**config.mk**
```make
export PLATFORM = sky130hd
export DESIGN_NAME = hazard_sb_flat
export DESIGN_NICKNAME = d
export VERILOG_FILES = /design/src/rtl/hazard_pkg.sv /design/src/rtl/hazard_sb_if.sv /design/src/rtl/hazard_ld_shadow.sv /design/src/rtl/hazard_sb.sv /design/src/flat_wrapper.sv
export SDC_FILE = /design/constraint.sdc
export NUM_CORES = 1
export LEC_CHECK = 0
export CORE_ASPECT_RATIO = 1.5
export CORE_MARGIN = 10
export CORE_UTILIZATION = 55
export DETAILED_ROUTE_END_ITERATION = 10
export PLACE_DENSITY = 0.89
export SETUP_SLACK_MARGIN = 0.02
export SYNTH_ARGS = -nofsm -noshare
export SYNTH_HDL_FRONTEND = slang
export SYNTH_HIERARCHICAL = 1
export SYNTH_SLANG_ARGS = --single-unit
export TNS_END_PERCENT = 5
```
**constraint.sdc**
```tcl
create_clock -name clk -period 6.4 [get_ports clk]
set_input_delay 0.64 -clock clk [delete_from_list [all_inputs] [get_ports clk]]
set_output_delay 0.64 -clock clk [all_outputs]
set_load 0.02 [all_outputs]
```
**src/rtl/hazard_pkg.sv**
```systemverilog
// Shared types and default sizing for the N-issue hazard scoreboard.
// Latency: n/a (types and constants only).
// Backpressure: n/a.
package hazard_pkg;

  localparam int NREG_AW = 5;
  typedef logic [NREG_AW-1:0] reg_addr_t;

  typedef enum logic {
    IDLE = 1'b0,
    EXC  = 1'b1
  } flush_state_e;

  localparam int DEF_ISSUE_W   = 2;
  localparam int DEF_LOAD_LAT  = 2;
  localparam int DEF_FLUSH_CYC = 2;
  localparam int DEF_CNT_W     = 32;

endpackage

```
**src/rtl/hazard_sb_if.sv**
```systemverilog
// Pipeline-control bundle between the decode/stall sources and hazard_sb.
// Latency: n/a (wires only).
// Backpressure: stall inputs flow in, stage enables/flushes flow out.
// Ports: master drives decode lanes and stall/flush causes; slave (hazard_sb)
// returns stage enables, stage flushes, per-lane issue mask and stall count.
interface hazard_sb_if
  import hazard_pkg::*;
#(
  parameter int ISSUE_W = DEF_ISSUE_W,
  parameter int CNT_W   = DEF_CNT_W
);
  logic                      i_stall, d_stall, E_alu_stall;
  logic [ISSUE_W-1:0]        D_valid, D_we, D_is_load;
  reg_addr_t [ISSUE_W-1:0]   D_rs, D_rt, D_waddr;
  logic                      E_branch_taken, M_except;
  logic                      F_ena, D_ena, E_ena, M_ena, W_ena;
  logic                      F_flush, D_flush, E_flush, M_flush, W_flush;
  logic [ISSUE_W-1:0]        D_issue_mask;
  logic [CNT_W-1:0]          lu_stall_cnt;

  modport master (
    output i_stall, d_stall, E_alu_stall, D_valid, D_we, D_is_load,
           D_rs, D_rt, D_waddr, E_branch_taken, M_except,
    input  F_ena, D_ena, E_ena, M_ena, W_ena,
           F_flush, D_flush, E_flush, M_flush, W_flush,
           D_issue_mask, lu_stall_cnt
  );

  modport slave (
    input  i_stall, d_stall, E_alu_stall, D_valid, D_we, D_is_load,
           D_rs, D_rt, D_waddr, E_branch_taken, M_except,
    output F_ena, D_ena, E_ena, M_ena, W_ena,
           F_flush, D_flush, E_flush, M_flush, W_flush,
           D_issue_mask, lu_stall_cnt
  );
endinterface

```
**src/rtl/hazard_ld_shadow.sv**
```systemverilog
// Load-shadow shift array: remembers in-flight load destinations per lane and
// flags any source address that hits one. Latency: match is combinational on
// the registered array. Backpressure: hold_i freezes the array.
// Ports: clk/resetn; hold_i, clear_i (drop all), kill_i (drop newest row);
// ld_v_i/ld_dst_i new loads; src_i per-lane source; match_o per-lane hit.
module hazard_ld_shadow
  import hazard_pkg::*;
#(
  parameter int ISSUE_W  = DEF_ISSUE_W,
  parameter int LOAD_LAT = DEF_LOAD_LAT
) (
  input  logic                    clk,
  input  logic                    resetn,
  input  logic                    hold_i,
  input  logic                    clear_i,
  input  logic                    kill_i,
  input  logic [ISSUE_W-1:0]      ld_v_i,
  input  reg_addr_t [ISSUE_W-1:0] ld_dst_i,
  input  reg_addr_t [ISSUE_W-1:0] src_i,
  output logic [ISSUE_W-1:0]      match_o
);
  // Row 0 is the load now in E, row LOAD_LAT-1 the oldest still unforwardable.
  logic [LOAD_LAT-1:0][ISSUE_W-1:0]      sb_v_q, sb_v_d;
  reg_addr_t [LOAD_LAT-1:0][ISSUE_W-1:0] sb_dst_q, sb_dst_d;

  always_comb begin
    sb_v_d   = sb_v_q;
    sb_dst_d = sb_dst_q;
    if (!hold_i) begin
      for (int k = LOAD_LAT - 1; k > 0; k--) begin
        sb_v_d[k]   = sb_v_q[k-1];
        sb_dst_d[k] = sb_dst_q[k-1];
      end
      sb_v_d[0]   = kill_i ? '0 : ld_v_i;
      sb_dst_d[0] = ld_dst_i;
    end
    // An exception squashes every younger load, even while the pipe is frozen.
    if (clear_i) sb_v_d = '0;
  end

  always_ff @(posedge clk or negedge resetn) begin
    if (!resetn) begin
      sb_v_q   <= '0;
      sb_dst_q <= '0;
    end else begin
      sb_v_q   <= sb_v_d;
      sb_dst_q <= sb_dst_d;
    end
  end

  always_comb begin
    match_o = '0;
    for (int l = 0; l < ISSUE_W; l++)
      for (int k = 0; k < LOAD_LAT; k++)
        for (int m = 0; m < ISSUE_W; m++)
          if (src_i[l] != '0 && sb_v_q[k][m] && sb_dst_q[k][m] == src_i[l])
            match_o[l] = 1'b1;
  end
endmodule

```
**src/rtl/hazard_sb.sv**
```systemverilog
// N-issue hazard unit: load-use scoreboard, intra-bundle RAW, prefix issue,
// exception flush sequencer and saturating load-use stall counter.
// Latency: all controls combinational from inputs and registered state.
// Backpressure: long stalls freeze everything; load-use/RAW stall F/D only.
// Ports: clk, resetn (async, active low), hz_if (slave side of hazard_sb_if).
module hazard_sb
  import hazard_pkg::*;
#(
  parameter int ISSUE_W   = DEF_ISSUE_W,
  parameter int LOAD_LAT  = DEF_LOAD_LAT,
  parameter int FLUSH_CYC = DEF_FLUSH_CYC,
  parameter int CNT_W     = DEF_CNT_W
) (
  input  logic       clk,
  input  logic       resetn,
  hazard_sb_if.slave hz_if
);
  localparam int                FCNT_W    = (FLUSH_CYC > 1) ? $clog2(FLUSH_CYC) : 1;
  localparam logic [FCNT_W-1:0] FCNT_LOAD = FCNT_W'(FLUSH_CYC - 1);

  logic               ls, lwstall, e_flush, d_flush, d_ena, prev_ok;
  logic [ISSUE_W-1:0] rs_hit, rt_hit, hz, issue, ld_v;
  flush_state_e       state_q, state_d;
  logic [FCNT_W-1:0]  cnt_q, cnt_d;
  logic [CNT_W-1:0]   lu_q, lu_d;

  assign ls      = hz_if.i_stall | hz_if.d_stall | hz_if.E_alu_stall;
  assign e_flush = hz_if.M_except | hz_if.E_branch_taken;
  assign d_flush = e_flush | (state_q == EXC);

  // Only issued loads that really write a nonzero GPR enter the shadow.
  always_comb begin
    ld_v = '0;
    for (int l = 0; l < ISSUE_W; l++)
      ld_v[l] = issue[l] & hz_if.D_valid[l] & hz_if.D_is_load[l] &
                hz_if.D_we[l] & (hz_if.D_waddr[l] != '0);
  end

  hazard_ld_shadow #(.ISSUE_W(ISSUE_W), .LOAD_LAT(LOAD_LAT)) u_sb_rs (
    .clk(clk), .resetn(resetn), .hold_i(ls), .clear_i(hz_if.M_except),
    .kill_i(e_flush), .ld_v_i(ld_v), .ld_dst_i(hz_if.D_waddr),
    .src_i(hz_if.D_rs), .match_o(rs_hit)
  );

  hazard_ld_shadow #(.ISSUE_W(ISSUE_W), .LOAD_LAT(LOAD_LAT)) u_sb_rt (
    .clk(clk), .resetn(resetn), .hold_i(ls), .clear_i(hz_if.M_except),
    .kill_i(e_flush), .ld_v_i(ld_v), .ld_dst_i(hz_if.D_waddr),
    .src_i(hz_if.D_rt), .match_o(rt_hit)
  );

  // A lane is blocked by a shadowed load, or by any older lane in the same
  // bundle writing one of its sources ($0 never counts).
  always_comb begin
    hz = '0;
    for (int l = 0; l < ISSUE_W; l++) begin
      hz[l] = hz_if.D_valid[l] & (rs_hit[l] | rt_hit[l]);
      for (int m = 0; m < l; m++)
        if (hz_if.D_we[m] && hz_if.D_waddr[m] != '0 &&
            (hz_if.D_waddr[m] == hz_if.D_rs[l] || hz_if.D_waddr[m] == hz_if.D_rt[l]))
          hz[l] = hz_if.D_valid[l];
    end
  end

  // In-order prefix issue: the first blocked lane stops every younger lane.
  always_comb begin
    issue   = '0;
    prev_ok = ~ls & ~d_flush;
    for (int l = 0; l < ISSUE_W; l++) begin
      issue[l] = prev_ok & hz_if.D_valid[l] & ~hz[l];
      prev_ok  = issue[l];
    end
  end

  assign lwstall = hz_if.D_valid[0] & hz[0];
  assign d_ena   = ~(ls | lwstall);

  always_comb begin
    state_d = state_q;
    cnt_d   = cnt_q;
    if (hz_if.M_except) begin
      state_d = EXC;
      cnt_d   = FCNT_LOAD;
    end else if (state_q == EXC) begin
      if (cnt_q == '0)  state_d = IDLE;
      else if (!ls)     cnt_d   = cnt_q - FCNT_W'(1);
    end
  end

  always_comb begin
    lu_d = lu_q;
    if (lwstall && !ls && !d_flush && lu_q != '1) lu_d = lu_q + CNT_W'(1);
  end

  always_ff @(posedge clk or negedge resetn) begin
    if (!resetn) begin
      state_q <= IDLE;
      cnt_q   <= '0;
      lu_q    <= '0;
    end else begin
      state_q <= state_d;
      cnt_q   <= cnt_d;
      lu_q    <= lu_d;
    end
  end

  assign hz_if.D_ena        = d_ena;
  assign hz_if.F_ena        = d_ena & (issue == hz_if.D_valid);
  assign hz_if.E_ena        = ~ls;
  assign hz_if.M_ena        = ~ls;
  // Writeback still retires the excepting instruction past an ALU stall.
  assign hz_if.W_ena        = ~ls | (hz_if.E_alu_stall & hz_if.M_except);
  assign hz_if.F_flush      = (state_q == EXC);
  assign hz_if.D_flush      = d_flush;
  assign hz_if.E_flush      = e_flush;
  assign hz_if.M_flush      = hz_if.M_except;
  assign hz_if.W_flush      = 1'b0;
  assign hz_if.D_issue_mask = issue;
  assign hz_if.lu_stall_cnt = lu_q;
endmodule

```
**src/flat_wrapper.sv**
```systemverilog
// flat-port wrapper written by rule: the top's interface ports become plain ports
module hazard_sb_flat import hazard_pkg::*;
#(
  parameter int ISSUE_W   = DEF_ISSUE_W,
  parameter int LOAD_LAT  = DEF_LOAD_LAT,
  parameter int FLUSH_CYC = DEF_FLUSH_CYC,
  parameter int CNT_W     = DEF_CNT_W
)
  (clk, resetn, hz_if_i_stall, hz_if_d_stall, hz_if_E_alu_stall, hz_if_D_valid, hz_if_D_we, hz_if_D_is_load, hz_if_D_rs, hz_if_D_rt, hz_if_D_waddr, hz_if_E_branch_taken, hz_if_M_except, hz_if_F_ena, hz_if_D_ena, hz_if_E_ena, hz_if_M_ena, hz_if_W_ena, hz_if_F_flush, hz_if_D_flush, hz_if_E_flush, hz_if_M_flush, hz_if_W_flush, hz_if_D_issue_mask, hz_if_lu_stall_cnt);
  hazard_sb_if #(.ISSUE_W(ISSUE_W), .CNT_W(CNT_W)) hz_if_i ();
  input  logic clk;
  input  logic resetn;
  input wire logic [$bits(hz_if_i.i_stall)-1:0] hz_if_i_stall;
  input wire logic [$bits(hz_if_i.d_stall)-1:0] hz_if_d_stall;
  input wire logic [$bits(hz_if_i.E_alu_stall)-1:0] hz_if_E_alu_stall;
  input wire logic [$bits(hz_if_i.D_valid)-1:0] hz_if_D_valid;
  input wire logic [$bits(hz_if_i.D_we)-1:0] hz_if_D_we;
  input wire logic [$bits(hz_if_i.D_is_load)-1:0] hz_if_D_is_load;
  input wire logic [$bits(hz_if_i.D_rs)-1:0] hz_if_D_rs;
  input wire logic [$bits(hz_if_i.D_rt)-1:0] hz_if_D_rt;
  input wire logic [$bits(hz_if_i.D_waddr)-1:0] hz_if_D_waddr;
  input wire logic [$bits(hz_if_i.E_branch_taken)-1:0] hz_if_E_branch_taken;
  input wire logic [$bits(hz_if_i.M_except)-1:0] hz_if_M_except;
  output wire logic [$bits(hz_if_i.F_ena)-1:0] hz_if_F_ena;
  output wire logic [$bits(hz_if_i.D_ena)-1:0] hz_if_D_ena;
  output wire logic [$bits(hz_if_i.E_ena)-1:0] hz_if_E_ena;
  output wire logic [$bits(hz_if_i.M_ena)-1:0] hz_if_M_ena;
  output wire logic [$bits(hz_if_i.W_ena)-1:0] hz_if_W_ena;
  output wire logic [$bits(hz_if_i.F_flush)-1:0] hz_if_F_flush;
  output wire logic [$bits(hz_if_i.D_flush)-1:0] hz_if_D_flush;
  output wire logic [$bits(hz_if_i.E_flush)-1:0] hz_if_E_flush;
  output wire logic [$bits(hz_if_i.M_flush)-1:0] hz_if_M_flush;
  output wire logic [$bits(hz_if_i.W_flush)-1:0] hz_if_W_flush;
  output wire logic [$bits(hz_if_i.D_issue_mask)-1:0] hz_if_D_issue_mask;
  output wire logic [$bits(hz_if_i.lu_stall_cnt)-1:0] hz_if_lu_stall_cnt;
  assign hz_if_i.i_stall = hz_if_i_stall;
  assign hz_if_i.d_stall = hz_if_d_stall;
  assign hz_if_i.E_alu_stall = hz_if_E_alu_stall;
  assign hz_if_i.D_valid = hz_if_D_valid;
  assign hz_if_i.D_we = hz_if_D_we;
  assign hz_if_i.D_is_load = hz_if_D_is_load;
  assign hz_if_i.D_rs = hz_if_D_rs;
  assign hz_if_i.D_rt = hz_if_D_rt;
  assign hz_if_i.D_waddr = hz_if_D_waddr;
  assign hz_if_i.E_branch_taken = hz_if_E_branch_taken;
  assign hz_if_i.M_except = hz_if_M_except;
  assign hz_if_F_ena = hz_if_i.F_ena;
  assign hz_if_D_ena = hz_if_i.D_ena;
  assign hz_if_E_ena = hz_if_i.E_ena;
  assign hz_if_M_ena = hz_if_i.M_ena;
  assign hz_if_W_ena = hz_if_i.W_ena;
  assign hz_if_F_flush = hz_if_i.F_flush;
  assign hz_if_D_flush = hz_if_i.D_flush;
  assign hz_if_E_flush = hz_if_i.E_flush;
  assign hz_if_M_flush = hz_if_i.M_flush;
  assign hz_if_W_flush = hz_if_i.W_flush;
  assign hz_if_D_issue_mask = hz_if_i.D_issue_mask;
  assign hz_if_lu_stall_cnt = hz_if_i.lu_stall_cnt;
  hazard_sb #(.ISSUE_W(ISSUE_W), .LOAD_LAT(LOAD_LAT), .FLUSH_CYC(FLUSH_CYC), .CNT_W(CNT_W)) u_core (.clk(clk), .resetn(resetn), .hz_if(hz_if_i));
endmodule
```
After elaboration in Yosys (flattened, before gate mapping)
Index checks and enable logic that the tools add are counted.
{ "op_classes": {"magnitude_cmp": 0, "multipliers": 0, "n_shift": 0, "div_mod_pow": 0, "add_sub_neg": 2, "n_eq_ne": 21, "reduce_logical": 47, "bitwise": 31, "mux": 29} }
{ "ops": {"columns": ["operator", "count"], "rows": [
  ["$eq A5 B5 Y1", 18],
  ["$logic_and A1 B1 Y1", 37],
  ["$add A32 B1 Y32 const B", 1],
  ["$ne A32 B32 Y1 const B", 1],
  ["$reduce_bool A5 Y1", 6],
  ["$mux W1", 24],
  ["$and A1 B1 Y1", 18],
  ["$mux W4", 4],
  ["$or A1 B1 Y1", 8],
  ["$not A1 Y1", 5],
  ["$eq A2 B2 Y1", 1],
  ["$logic_not A1 Y1", 2],
  ["$mux W2", 1],
  ["$ne A2 B2 Y1 const B", 1],
  ["$reduce_bool A2 Y1", 1],
  ["$logic_or A1 B1 Y1", 1],
  ["$sub A1 B1 Y1 const B", 1]
]} }
{ "word_totals": {"ff_bits": 62, "latchBits": 0, "ramBits": 0, "elab_cells": 141, "rom_bits": 0, "memories": 0} }

Logic depth before layout (Yosys ltp)
Gate-level depths: netlist of the first run.
{ "logic_depth": {"depth_word": 20, "depth_mapped": 16, "ltp_nobuf": 15} }

Cells and area by module
The synthesis of the first run kept the hierarchy.
{ "modules_own_cells": {"columns": ["mod", "area_each_um2", "cells_each", "n_inst", "seq_area_each_um2"], "rows": [
  ["hazard_sb", 1934.4, 193, 1, 850.8],
  ["hazard_ld_shadow at u_core.u_sb_rs", 1457.6, 129, 1, 600.6],
  ["hazard_ld_shadow at u_core.u_sb_rt", 1456.4, 129, 1, 600.6]
]} }

Worst setup path before layout of the first run
Ideal clock, no wire load.
{ "synth_timing": {"path_type": "input to output", "from": "input port hz_if_d_stall", "to": "output port hz_if_F_ena", "t_arrival_ns": 3.565, "path_buffers": 0, "path_stages": 7, "slack_ns": 2.195, "path_cell_list": "nor3_1 -> inv_1 -> nor2_1 -> and3_1 -> o2111a_1 -> ha_1 -> nor4_1"} }
{ "synth_between": {"elab_cells_between_ends": 12} }
{ "synth_lines": {"columns": ["element", "line_no", "rtl"], "rows": [
  ["start, declared", "flat_wrapper.sv:14", "input wire logic [$bits(hz_if_i.d_stall)-1:0] hz_if_d_stall;"],
  ["$or A1 B1 Y1 (2 in series)", "hazard_sb.sv:27", "assign ls = hz_if.i_stall | hz_if.d_stall | hz_if.E_alu_stall;"],
  ["via u_core.ls", "hazard_sb.sv:21", "logic ls, lwstall, e_flush, d_flush, d_ena, prev_ok;"],
  ["$or A1 B1 Y1", "hazard_sb.sv:75", "assign d_ena = ~(ls | lwstall);"],
  ["$not A1 Y1", "hazard_sb.sv:75", null],
  ["via hz_if_D_ena", "flat_wrapper.sv:25", "output wire logic [$bits(hz_if_i.D_ena)-1:0] hz_if_D_ena;"],
  ["$and A1 B1 Y1", "hazard_sb.sv:107", "assign hz_if.F_ena = d_ena & (issue == hz_if.D_valid);"],
  ["end, declared", "flat_wrapper.sv:24", "output wire logic [$bits(hz_if_i.F_ena)-1:0] hz_if_F_ena;"]
]} }
The timed path passes the listed nets, and every way through them passes these cells.

Worst setup path in the final report of the first run
{ "layout_timing": {"from": "input port hz_if_D_rs[0]", "to": "output port hz_if_F_ena"} }
{ "layout_between": {"elab_chain_cells": 15, "elab_cells_between_ends": 28} }
{ "layout_lines": {"columns": ["element", "line_no", "rtl"], "rows": [
  ["start, declared", "flat_wrapper.sv:19", "input wire logic [$bits(hz_if_i.D_rs)-1:0] hz_if_D_rs;"],
  ["$reduce_bool A5 Y1", "hazard_ld_shadow.sv:56", "if (src_i[l] != '0 && sb_v_q[k][m] && sb_dst_q[k][m] == src_i[l])"],
  ["$logic_and A1 B1 Y1 (2 in series)", "hazard_ld_shadow.sv:56", null],
  ["$mux W1 (3 in series)", "hazard_ld_shadow.sv:56", null],
  ["$mux W1 (*)", "hazard_ld_shadow.sv:56", null],
  ["via u_core.rs_hit[0]", "hazard_sb.sv:22", "logic [ISSUE_W-1:0] rs_hit, rt_hit, hz, issue, ld_v;"],
  ["$or A1 B1 Y1 (*)", "hazard_sb.sv:56", "hz[l] = hz_if.D_valid[l] & (rs_hit[l] | rt_hit[l]);"],
  ["$and A1 B1 Y1 (*)", "hazard_sb.sv:56", null],
  ["$not A1 Y1", "hazard_sb.sv:69", "issue[l] = prev_ok & hz_if.D_valid[l] & ~hz[l];"],
  ["$and A1 B1 Y1 (3 in series)", "hazard_sb.sv:69", null],
  ["$eq A2 B2 Y1", "hazard_sb.sv:107", null],
  ["$and A1 B1 Y1 (*)", "hazard_sb.sv:107", null]
]} }
The timed path passes the listed nets; every way through them passes the cells marked *.

==> run summary, run 1 <==
## Clocking
* Setup Fix Bufs, Post-CTS: 0
* clock latency on the worst-skew pair: 0.33 ns
* number of buffers created by CTS: 9
* # resized after CTS: 0
* Root Buffer Master: sky130_fd_sc_hd__clkbuf_16
* TritonCTS clock tree: built
* Reg clk slew, reported paths: 0.06 ns
* clock buffer depth: 2
* clock sinks: 82
* hold-fix buffer count after cts: 0
* CTS H-tree depth: 3

## Floorplanning
* top-level port count: 87
* Core Region: 8516 µm²
* Vert. Die Dim: 135.0 µm
* Total Die Area: 13050 µm²
* row cnt: 41
* horizontal extent of the die: 96.66 µm
* Initial Utilization: 56.94%

## Synthesis
* largest area contributor in the netlist: sky130_fd_sc_hd__dfrtp_1
* share of synthesized cell area in and, or, nand and nor gates: 17.47%
* library cell with the highest instance count after synthesis: sky130_fd_sc_hd__dfrtp_1
* asr flop ratio synth: 100.0%
* Netlist Area Pre-Place: 4848 µm²
* most frequently used flop master after synthesis: sky130_fd_sc_hd__dfrtp_1
* Yosys warning count: 6
* net count of the mapped netlist: 497
* Post-synth EDFFs: 0
* cells taking the most area after synthesis: sky130_fd_sc_hd__dfrtp_1 42%, sky130_fd_sc_hd__xor2_1 13%, sky130_fd_sc_hd__mux2_2 9.8%
* most frequent cells after synthesis: 82 x sky130_fd_sc_hd__dfrtp_1, 72 x sky130_fd_sc_hd__xor2_1, 47 x sky130_fd_sc_hd__xnor2_1
* mean instance size in the synthesized netlist: 10.75 µm²
* area share of the largest cell type after synthesis: 42.32%
* Seq/Total Area, Yosys: 42.32%
* adder-cell share of the synthesized area: 0.7742%
* dominant combinational cell family by area after synthesis: XOR/XNOR gates
* Yosys cell types: 38
* mux cell area share after synthesis: 10.81%
* compound-cell area share of the yosys netlist: 2.374%
* flops & latches, synth: 82
* share of the synthesized netlist area taken by xor and xnor gates: 21.50%
* number of cells produced by synthesis: 451

## Drt
* Antenna Nets Post-Route: 0
* vias per cell: 5.889
* Detailed Route WL: 12410 µm
* initial drt markers: 158
* post-DR wirelength/cell: 19.72 µm
* drc violations: 0
* number of search-and-repair iterations in the first detailed-routing pass: 6
* Via Count: 3704

## Setup path
* number of buffers and inverters on the critical path: 2
* biggest cell delay along the critical path: 0.69 ns
* Worst EP arrival: 4.14 ns
* capturing element type of the critical path: output port
* cells along the critical path: clkdlybuf4s50_1 > xor2_1 > nor4_1 > nand3_1 > nand4_1 > o21a_1 > o21a_1 > nor2_1 > and3_1 > o2111a_1 > ha_1 > nor4_1 > clkdlybuf4s50_1
* Setup crit start kind: input pin
* family with the most delay on the worst path: buffers and inverters
* setup slack on the worst flop-to-flop path: 3.22 ns
* largest driver fanout on the critical path: 5
* category of the critical setup timing path: input pin to output port
* slowest stage cell, crit path: sky130_fd_sc_hd__clkdlybuf4s50_1
* Data required, critical path: 5.76 ns

## STA
* final period demand of the worst path: 4.784 ns
* number of pins exceeding their max-slew limit in the final report: 0
* number of endpoints with negative hold slack in the final report: 0
* part of the cycle the worst path needs: 74.75%
* relative max-transition margin: 32.84%
* RSZ-0062 raised after global routing: no
* transition time of the tightest slew-check pin: 1.007 ns
* smallest hold slack: 0.4762 ns
* maximum clock frequency: 209.0 MHz
* Clock Skews: 0.004839 ns
* post-route setup TNS: 0 ns
* Setup-failing EPs final: 0

## GRT
* number of global-route vias before repair: 4019
* total track usage: 18.81%
* pin count of the biggest net entering global routing: 83
* wire length of the first global-routing pass: 20040 µm
* final global-route overflow total: 0
* number of antenna violations at the first check in global routing: 0

## Final layout
* final core utilization: 69.45%
* relative area change from synthesis to final layout: 21.99%
* fraction of final layout cells sized beyond drive strength 1: 13.41%
* post-layout instance area: 5914 µm²
* number of nets in the layout: 563
* # diodes: 0
* number of filler cells placed in the layout: 642
* number of standard cells in the layout, taps in and fillers out: 629

## Power and ir drop
* largest voltage drop on the vdd net: 0.1445 mV
* power density over cell area: 241.9 nW/µm²
* Leakage Power: 2.472 nW
* fraction of power consumed by sequential logic: 47.0%
* combinational cell fraction of total power: 18.9%
* clock group share of total power: 34.0%
* Sw Share: 28.05%
* net switching power: 0.4012 mW
* internal power summed over all cells: 1.029 mW

## Place
* post-detailed-placement half-perimeter wirelength: 9051 µm
* DP Cell Count: 613
* post-place instance area: 5623 µm²
* final weighted congestion in routability-driven placement: 0.9468
* I/O Buffers: 85

## Status
* result of the run: complete, no violations

## Hold path
* worst min-delay path category: input pin to async pin

## Job
* maxcap violations: 0

## power groups by stage
stage                     registers (mW)  clock network (mW)  logic (mW)
final                              0.673               0.487       0.271
after global routing               0.680               0.520       0.292
after CTS                          0.671               0.499       0.271
after detailed placement           0.680                   0       0.266
after global placement             0.677                   0       0.253
after floorplan                    0.653                   0       0.200
## cells in the final DEF (no fill, tap or decap), drive strengths merged, types with 6 or more instances in the layout
cell type      Yosys  routed
and3              10      10
clkbuf             0      12
clkdlybuf4s50      0      84
dfrtp             82      82
mux2              43      43
nand2             22      22
nand3             37      37
nand4             16      16
nor2              19      19
nor3               9       9
nor4              19      19
or4                6       6
xnor2             47      47
xor2              72      72
## metal layers
layer  track usage [%]  vias up  part of all wire, %
li1                  -     1703                    -
met3             6.844       38                  7.6
met1             19.49     1828                   39
met2             32.19      135                   50
met4             10.61        0                  3.9
met5                 0        -                    0
## worst paths after layout
path | startpoint | end | depth (start not counted)
worst min-delay path | resetn | u_core/u_sb_rt/sb_dst_q[17]$_DFFE_PN0N_ | 1
worst max-delay path | hz_if_D_rs[0] | hz_if_F_ena | 13
worst min register to register | u_core/cnt_q$_DFFE_PN0P_ | u_core/cnt_q$_DFFE_PN0P_ | 1
min in group clk | u_core/cnt_q$_DFFE_PN0P_ | u_core/cnt_q$_DFFE_PN0P_ | 1
max in group asynchronous | resetn | u_core/hz_if.lu_stall_cnt[22]$_DFFE_PN0P_ | 1
worst max register to register | u_core/u_sb_rs/sb_dst_q[9]$_DFFE_PN0N_ | u_core/hz_if.lu_stall_cnt[1]$_DFFE_PN0P_ | 9
## state kept, by name, summed over array words and instances (netlist names)
| name | flops |
|---|---|
| u_core/u_sb_rt/sb_v_q | 4 |
| u_core/u_sb_rs/sb_v_q | 4 |
| u_core/cnt_q | 1 |
| u_core/hz_if.lu_stall_cnt | 32 |
| u_core/u_sb_rt/sb_dst_q | 20 |
| u_core/hz_if.F_flush | 1 |
| u_core/u_sb_rs/sb_dst_q | 20 |
## cells by family (layout without fill, tap and decap cells)
kind of cell               count (synthesis)  count (layout)
muxes                                     47              47
buffers and inverters                     34             105
xor gates and xnor gates                 119             119
DFF                                       82              82
and+or+nand+nor                          149             149
AOI/OAI and AO/OA                         16              16
adders and majority gates                  3               3
other                                      1               1
## layout make-up
class	count	area [µm²]	share of cell area (%)
Clock buffer	12	266.5	4.506
Sequential cell	82	2052	34.69
Inverter	3	11.26	0.1904
Tap cell	107	133.9	2.264
Clock inverter	4	25.02	0.4231
Timing Repair Buffer	86	855.8	14.47
Multi-Input combinational cell	335	2570	43.45
## per-stage QoR
stage | setup slack (ns) | power [mW]
floorplan | 2.195 | 0.8536
CTS | 1.678 | 1.441
global placement | 1.878 | 0.9304
detailed placement | 1.747 | 0.9466
finish | 1.616 | 1.431
global route | 1.502 | 1.492
(Power assumes the default switching activity.)
==> run 2: changes to the inputs <==
--- a/config.mk
+++ b/config.mk
@@ -7,9 +7,9 @@
 export LEC_CHECK = 0
 export CORE_ASPECT_RATIO = 1.5
 export CORE_MARGIN = 10
-export CORE_UTILIZATION = 55
+export CORE_UTILIZATION = 49
 export DETAILED_ROUTE_END_ITERATION = 10
-export PLACE_DENSITY = 0.89
+export PLACE_DENSITY = 0.84
 export SETUP_SLACK_MARGIN = 0.02
 export SYNTH_ARGS = -nofsm -noshare
 export SYNTH_HDL_FRONTEND = slang
==> constraint.sdc (replaced) <==
create_clock -name clk -period 4.1 [get_ports clk]
set_input_delay 0.41 -clock clk [delete_from_list [all_inputs] [get_ports clk]]
set_output_delay 0.41 -clock clk [all_outputs]
set_load 0.02 [all_outputs]
==> run 2 against run 1 <==
Cell count up 3.5%. Largest power group unchanged. Clock-buffer cell count shrank 1. First-iteration DRC count is 15% higher. Hold slack worse by 0.25 ns. Sequential power up 55%. Worst setup slack lost 1.2 ns. Critical path type unchanged. Via count rose by 0.13%. Combinational power increased by 57%. Global-route usage fell by 1.0 points. Utilization shrank 7.3 points.
==> run summary, run 2 (synthesis gave the netlist of run 1 again) <==
## Status
* result of the run: complete, no violations

## STA
* number of pins exceeding their max-slew limit in the final report: 0, unchanged
* number of endpoints with negative hold slack in the final report: 0, unchanged
* maximum clock frequency: 271.2 MHz
* relative max-transition margin: 32.30%, -0.55 points
* RSZ-0062 raised after global routing: no
* setup slack after layout: 0.4133 ns, -1.203 ns
* Clock Skews: 0.007763 ns, +0.002924 ns
* final period demand of the worst path: 3.687 ns
* Setup-failing EPs final: 0, unchanged
* smallest hold slack: 0.2281 ns, -0.2481 ns
* transition time of the tightest slew-check pin: 1.016 ns, +0.008176 ns
* part of the cycle the worst path needs: 89.92%
* post-route setup TNS: 0 ns, unchanged

## Clocking
* CTS H-tree depth: 3, unchanged
* Root Buffer Master: sky130_fd_sc_hd__clkbuf_16
* clock latency on the worst-skew pair: 0.34 ns, about the same
* TritonCTS clock tree: built
* Reg clk slew, reported paths: 0.06 ns, about the same
* hold-fix buffer count after cts: 0, unchanged
* clock sinks: 82, unchanged
* clock buffer depth: 2, unchanged
* number of buffers created by CTS: 9, unchanged

## Drt
* initial drt markers: 181, +15%
* Antenna Nets Post-Route: 0, unchanged
* total routed wire length on the met1 layer: 4919 µm, +2.2%
* number of search-and-repair iterations in the first detailed-routing pass: 5, -1
* Detailed Route WL: 12530 µm, +1.0%
* Detail Route met3 WL: 1174 µm, +24%
* Via Count: 3709, +0.13%
* post-DR wirelength/cell: 19.25 µm, -2.4%
* uppermost metal layer occupied by signal nets: met4
* drc violations: 0, unchanged
* amount of wire on met2 after detailed routing: 6105 µm, -0.97%
* vias per cell: 5.697, -3.2%

## Floorplanning
* Vert. Die Dim: 141.8 µm, +5.1%
* top-level port count: 87, unchanged
* row cnt: 44, +7.3%
* Core Region: 9689 µm², +14%
* Total Die Area: 14360 µm², +10%
* Initial Utilization: 50.04%, -6.9 points
* horizontal extent of the die: 101.2 µm, +4.7%

## Setup path
* worst reg2reg endpoint: u_core/hz_if.lu_stall_cnt[1]$_DFFE_PN0P_
* Data required, critical path: 3.69 ns, -2.07 ns
* Setup crit end: hz_if_F_ena
* worst reg2reg path startpoint: u_core/u_sb_rt/sb_dst_q[7]$_DFFE_PN0N_
* largest driver fanout on the critical path: 5, unchanged
* CP Launch Point: hz_if_D_rt[2]
* capturing element type of the critical path: output port
* setup slack on the worst flop-to-flop path: 1.17 ns, -2.05 ns
* category of the critical setup timing path: input pin to output port
* Worst EP arrival: 3.28 ns, -0.86 ns
* Setup crit start kind: input pin
* Reg2Reg Depth: 11, +2

## Place
* post-detailed-placement half-perimeter wirelength: 9202 µm, +1.7%
* worst setup timing slack at the placement stage: -0.03102 ns, -1.778 ns
* final weighted congestion in routability-driven placement: 0.8722, -7.9%
* I/O Buffers: 85, unchanged
* DP Cell Count: 635, +3.6%
* post-place instance area: 5738 µm², +2.0%

## GRT
* final global-route overflow total: 0, unchanged
* number of antenna violations at the first check in global routing: 0, unchanged
* number of global-route vias before repair: 3953, -1.6%
* wire length of the first global-routing pass: 20290 µm, +1.2%
* total track usage: 17.79%, -1.0 points
* pin count of the biggest net entering global routing: 83, unchanged

## Power and ir drop
* clock group share of total power: 34.7%, +0.7 points
* Sw Share: 27.82%, -0.22 points
* fraction of power consumed by sequential logic: 46.3%, -0.7 points
* largest voltage drop on the vdd net: 0.2821 mV, +95%
* net switching power: 0.6267 mW, +56%
* power density over cell area: 374.2 nW/µm², +55%
* Leakage Power: 2.548 nW, +3.1%
* combinational cell fraction of total power: 18.9%, about the same
* internal power summed over all cells: 1.626 mW, +58%

## Final layout
* fraction of final layout cells sized beyond drive strength 1: 15.49%, +2.1 points
* # diodes: 0, unchanged
* highest-count cells in the layout ignoring fill and taps: 83 x sky130_fd_sc_hd__clkdlybuf4s50_1, 82 x sky130_fd_sc_hd__dfrtp_1, 72 x sky130_fd_sc_hd__xor2_1
* relative area change from synthesis to final layout: 24.15%
* number of nets in the layout: 577, +2.5%
* number of standard cells in the layout, taps in and fillers out: 651, +3.5%
* commonest non-fill, non-tap cell in the layout: sky130_fd_sc_hd__clkdlybuf4s50_1
* post-layout instance area: 6020 µm², +1.8%
* Largest register FFs: 32, unchanged

## Job
* maxcap violations: 0, unchanged

## Hold path
* worst min-delay path category: input pin to async pin

[run 2: cell types whose count changed in the layout (fill, tap and decap cells not counted), sizes merged]
cell | previous run | this run
buf | 2 | 16
clkinvlp | 2 | 0
bufinv | 0 | 1
clkdlybuf4s50 | 84 | 83
clkinv | 2 | 3
inv | 3 | 4
[run 2: metal layers]
metal | track usage, % | vias to the layer above
met4 | 7.138 | 0
met1 | 19.48 | 1803
met5 | 0 | -
met3 | 7.827 | 30
li1 | - | 1720
met2 | 29.19 | 156
[run 2: cell type report]
class / count / area [µm²]
Clock buffer: 11 / 232.7
Tap cell: 115 / 143.9
Timing Repair Buffer: 100 / 955.9
Multi-Input combinational cell: 335 / 2570
Fill cell: 782 / 3670
Inverter: 3 / 11.26
Sequential cell: 82 / 2052
Clock inverter: 5 / 53.80
[run 2: worst min-delay path by stage]
stage	startpoint	slack [ns]	to	cells after the start
after detailed placement	u_core/cnt_q$_DFFE_PN0P_	0.47	u_core/cnt_q$_DFFE_PN0P_	1
after global placement	u_core/cnt_q$_DFFE_PN0P_	0.46	u_core/cnt_q$_DFFE_PN0P_	1
final	resetn	0.23	u_core/hz_if.lu_stall_cnt[2]$_DFFE_PN0P_	1
after floorplan	resetn	0.11	u_core/cnt_q$_DFFE_PN0P_	0
after global routing	resetn	0.32	u_core/hz_if.lu_stall_cnt[1]$_DFFE_PN0P_	1
after CTS	resetn	0.28	u_core/hz_if.lu_stall_cnt[2]$_DFFE_PN0P_	1
[run 2: through the flow]
step | utilization, % | power, mW
after global routing | 62.13 | 2.361
after CTS | 62.16 | 2.271
after floorplan | - | 1.333
after detailed placement | 59.22 | 1.481
after global placement | 59.22 | 1.460
final | 62.13 | 2.253
[run 2: power by group through the flow]
stage	Combinational [mW]	Clock (mW)	Sequential, mW
2_1_floorplan	0.313	0	1.02
6_report	0.426	0.782	1.04
3_3_place_gp	0.407	0	1.05
3_5_place_dp	0.423	0	1.06
5_1_grt	0.465	0.837	1.06
4_1_cts	0.428	0.798	1.04
[run 2: timing repair]
item                       CTS  global route
setup buffers                0             0
cloned                       0             0
gates resized for setup      1             2
setup endpoints to repair    1             1
pin swaps                    0             0
[run 2: worst max-delay path: stages]
cell and delay [ns]:
sky130_fd_sc_hd__clkdlybuf4s50_1 0.53, sky130_fd_sc_hd__or4_1 0.56, sky130_fd_sc_hd__o21a_1 0.20, sky130_fd_sc_hd__o21a_1 0.21
sky130_fd_sc_hd__nor2_1 0.13, sky130_fd_sc_hd__and3_1 0.19, sky130_fd_sc_hd__o2111a_1 0.21, sky130_fd_sc_hd__ha_1 0.23
sky130_fd_sc_hd__nor4_1 0.28, sky130_fd_sc_hd__buf_4 0.16, sky130_fd_sc_hd__clkbuf_2 0.16
